### config.mk
export PLATFORM = sky130hd
export DESIGN_NAME = hdbn_plug_b_param
export DESIGN_NICKNAME = d
export VERILOG_FILES = /design/src/rtl/hdbn_plug_b_param.sv
export SDC_FILE = /design/constraint.sdc
export NUM_CORES = 1
export LEC_CHECK = 0
export CAP_MARGIN = 20
export CORE_ASPECT_RATIO = 1.5
export CORE_MARGIN = 2
export CORE_UTILIZATION = 35
export CTS_CLUSTER_SIZE = 16
export DETAILED_ROUTE_END_ITERATION = 12
export GPL_TIMING_DRIVEN = 1
export SLEW_MARGIN = 10
export SYNTH_ARGS = -nofsm -noshare
export SYNTH_HDL_FRONTEND = slang
export SYNTH_SLANG_ARGS = --single-unit
### constraint.sdc
create_clock -name i_clk -period 2 [get_ports i_clk]
set_input_delay 0.4 -clock i_clk [delete_from_list [all_inputs] [get_ports i_clk]]
set_output_delay 0.4 -clock i_clk [all_outputs]
set_load 0.005 [all_outputs]
### src/rtl/hdbn_plug_b_param.sv
// HDB-N B-insertion stage: rewrites the first zero of an N+1 zero run as B when a V follows even mark parity.
// Latency N+2 accepted symbols; stalls in place while i_valid is low (no ready, source-paced).
module hdbn_plug_b_param #(
  parameter int N     = 3,
  parameter bit P_INIT = 1'b0,
  parameter int CNT_W = 16
) (
  input  logic             i_clk,
  input  logic             i_rst,
  input  logic             i_valid,
  input  logic [1:0]       i_code,
  input  logic             i_b_en,
  output logic             o_valid,
  output logic [1:0]       o_code,
  output logic             o_err,
  output logic [CNT_W-1:0] o_b_cnt
);

  localparam logic [1:0] C_ZERO = 2'b00;
  localparam logic [1:0] C_MARK = 2'b01;
  localparam logic [1:0] C_V    = 2'b10;
  localparam logic [1:0] C_B    = 2'b11;

  typedef struct packed {
    logic [1:0] code;
    logic       vld;
  } stage_t;

  stage_t s_q [N+2];
  logic   par_q;
  logic   adv_q;

  logic illegal;
  logic chk;
  logic run_ok;
  logic ins;
  logic malformed;

  // A B needs the whole N-deep window ahead of the V to be accepted zeros.
  always_comb begin
    run_ok = 1'b1;
    for (int k = 0; k < N; k++) begin
      if (!(s_q[k].vld && (s_q[k].code == C_ZERO))) run_ok = 1'b0;
    end
  end

  assign illegal   = (i_code == C_B);
  assign chk       = (i_code == C_V) && !par_q && i_b_en;
  assign ins       = chk && s_q[N-1].vld && (s_q[N-1].code == C_ZERO);
  assign malformed = chk && !run_ok;

  always_ff @(posedge i_clk or posedge i_rst) begin
    if (i_rst) begin
      for (int k = 0; k < N + 2; k++) s_q[k] <= '0;
      par_q   <= P_INIT;
      adv_q   <= 1'b0;
      o_err   <= 1'b0;
      o_b_cnt <= '0;
    end else begin
      adv_q <= i_valid;
      o_err <= 1'b0;
      if (i_valid) begin
        s_q[0] <= '{code: (illegal ? C_ZERO : i_code), vld: 1'b1};
        for (int k = 1; k < N + 2; k++) s_q[k] <= s_q[k-1];
        if (ins) begin
          s_q[N]  <= '{code: C_B, vld: 1'b1};
          o_b_cnt <= o_b_cnt + {{(CNT_W-1){1'b0}}, 1'b1};
        end
        if (i_code == C_V)         par_q <= 1'b0;
        else if (i_code == C_MARK) par_q <= ~par_q;
        o_err <= illegal || malformed;
      end
    end
  end

  // Gating with adv_q makes each stored symbol appear for exactly one beat.
  assign o_valid = s_q[N+1].vld && adv_q;
  assign o_code  = s_q[N+1].code;

endmodule

==> summary.txt <==
Status -> complete, no violations
Share of cells above drive strength 1 -> 22.9%
Post-CTS repair timing setup buffer count -> 0
Die area -> 4980 um^2
Die width -> 58.3 um
Rows -> 29
Dpl cell area -> 1870 um^2
Antenna cells -> 0
Clock Latency Late Sink -> 0.28 ns
# setup viols final -> 0
Clk root buf -> clkbuf_8
Synth Instances -> 118
Clock skew -> 0.00513 ns
DRC -> 0
Area leader, netlist -> dfrtp_1
Rel. slew slack -> 72.2%
Final Worst Setup Slack -> 0.161 ns
Core ar. -> 4250 um^2
Number of global-route vias before repair -> 977
CP max FO -> 7
Power Density -> 849 nW/um^2
DR WL/cell -> 13.0 um
Port bufs -> 25
Initial core utilization -> 36.5%
Final core utilization -> 46.5%
Hold buffer count at CTS -> 0
Synth top area cells -> dfrtp_1, mux2_2, xnor2_1
Pre-CTS setup slack -> -0.154 ns
Global-route wire length before repair -> 4660 um
First-pass DRT Iterations -> 3
CP arrival -> 2.01 ns
Mapped Nets -> 129
CTS tree -> built
Number of I/O pins -> 26
Synth-to-Final Area Change -> 27.5%
Longest Clk Path Bufs -> 2
Maxcap violations -> 0
CTS clk-pin slew, worst paths -> 0.07 ns
CTS H-Tree Depth -> 2
Detailed placement HPWL -> 1950 um
Syn Area/Cell -> 13.1 um^2
Placed cells -> 191
Synth unique cells -> 26
R2r startpoint -> par_q
Worst Path Required -> 2.17 ns
Fin area -> 1980 um^2
Via density -> 4.83
Peak VDD IR -> 595 uV
Max-slew violations -> 0
Min Hold Slack -> 0.489 ns
Setup CP Type -> input pin to flip-flop
DRT iter0 DRCs -> 7
Setup crit end kind -> flip-flop
Final Instance Count excl. Fillers -> 199
Post-CTS Resized -> 0
TritonCTS buffer count -> 5
Die Y -> 85.5 um
CP startpoint -> i_code[0]
DRT Wirelength -> 2590 um
Initial antenna violation count -> 0
Count leader, synth -> dfrtp_1
Post-synth EDFFs -> 0
Seq/Total Area, Yosys -> 54.9%
Synth cell count leaders -> dfrtp_1, mux2_2, xnor2_1
Largest net degree at the start of global routing -> 35
Final min period -> 1.84 ns
Post-synth top area share -> 54.9%
Post-synthesis register bit count -> 34
Flop2flop setup slack -> 0.45 ns
Via count -> 962
Max Fclk -> 544 MHz
Clk sinks -> 34
Critical R2R Capture -> o_b_cnt[5]
Hold Path Origin -> o_b_cnt[15]
Worst min path class -> flip-flop to flip-flop
RSZ-0062 raised after global routing -> no
Final Hold Vio Count -> 0
DRT antenna net count -> 0
Lkg Pwr -> 0.908 nW
All-Layer GR Usage -> 12.4%
FFs w/ async S/R, synth -> 100%
Ys flop type -> dfrtp_1
Gp weighted congestion -> 0.762
R2R depth -> 4
Yosys warns -> 0
Final worst path period share -> 91.9%
Synthesized area -> 1550 um^2
Critical path endpoint -> o_b_cnt[1]
Post-layout nets -> 163
Grt total ovfl -> 0
Startpoint class of the critical path -> input pin
Least-Margin Pin Slew -> 0.417 ns
[layout make-up]
cell class,count,area (um^2)
multi-input combinational,74,637
fill,383,2270
inverter,5,18.8
sequential,34,851
clock buffer,5,68.8
tap,46,57.6
timing repair buffer,32,303
clock inverter,3,40.0
[worst max-delay path, stage by stage]
cell             delay, ns
clkdlybuf4s50_1       0.48
inv_1                 0.06
ha_1                  0.21
nand3b_2              0.17
or2_1                 0.31
mux2_2                0.37
[per-layer routing]
layer / part of all wire, % / vias to the layer above / global-route usage [%]
met4: 1.8 / 0 / 5.07
met3: 5.7 / 7 / 4.57
met2: 53 / 23 / 20.2
met1: 39 / 470 / 14.5
met5: 0 / - / 0
li1: - / 462 / -
[flip-flops by register name, indices dropped and copies added (netlist names)]
register,cells
o_b_cnt,16
o_code,2
s_q,13
par_q,1
adv_q,1
o_err,1
[cell usage in the layout (no fill, tap or decap)]
cell	instances
and2_1	2
buf_4	7
or2_1	1
clkinv_2	2
o21a_1	1
nor2_1	6
nand4_1	3
nor4_4	2
nand4bb_4	1
bufinv_16	1
nor3_1	1
a31oi_1	1
dfrtp_1	34
nand2_1	8
or4bb_1	1
mux2_2	14
nand3_1	7
xnor2_1	10
nor3_4	1
clkdlybuf4s50_1	25
xor2_1	5
ha_1	5
mux2i_1	2
inv_1	5
clkbuf_8	5
nand3b_2	1
nor2b_1	1
or2_2	1
[cell families after synthesis]
group,count (synthesis),synth area share (%)
AOI/OAI and AO/OA,2,0.889
xor gates and xnor gates,15,8.48
adders and majority gates,5,4.04
buffers and inverters,10,3.96
DFF,34,54.9
muxes,16,11.5
and+or+nand+nor,36,16.2
[through the flow]
stage	TNS [ns]	power, mW
floorplan	0	0.978
global placement	-0.803	1.08
detailed placement	-1.64	1.09
CTS	0	1.70
global route	0	1.77
finish	0	1.68
[power breakdown]
group          internal (mW)  switching (mW)  leakage [nW]
Sequential             0.759          0.0598         0.430
Combinational          0.163          0.0913         0.420
Clock                  0.366           0.239        0.0579
[worst min path at each step]
stage                   to  slack [ns]  cells past startpoint
3_5_place_dp   o_b_cnt[15]        0.48                      1
2_1_floorplan        adv_q        0.43                      0
4_1_cts        o_b_cnt[15]        0.49                      1
6_report       o_b_cnt[15]        0.49                      1
3_3_place_gp       s_q[12]        0.47                      1
5_1_grt         o_b_cnt[9]        0.50                      1
(Power assumes the default switching activity.)
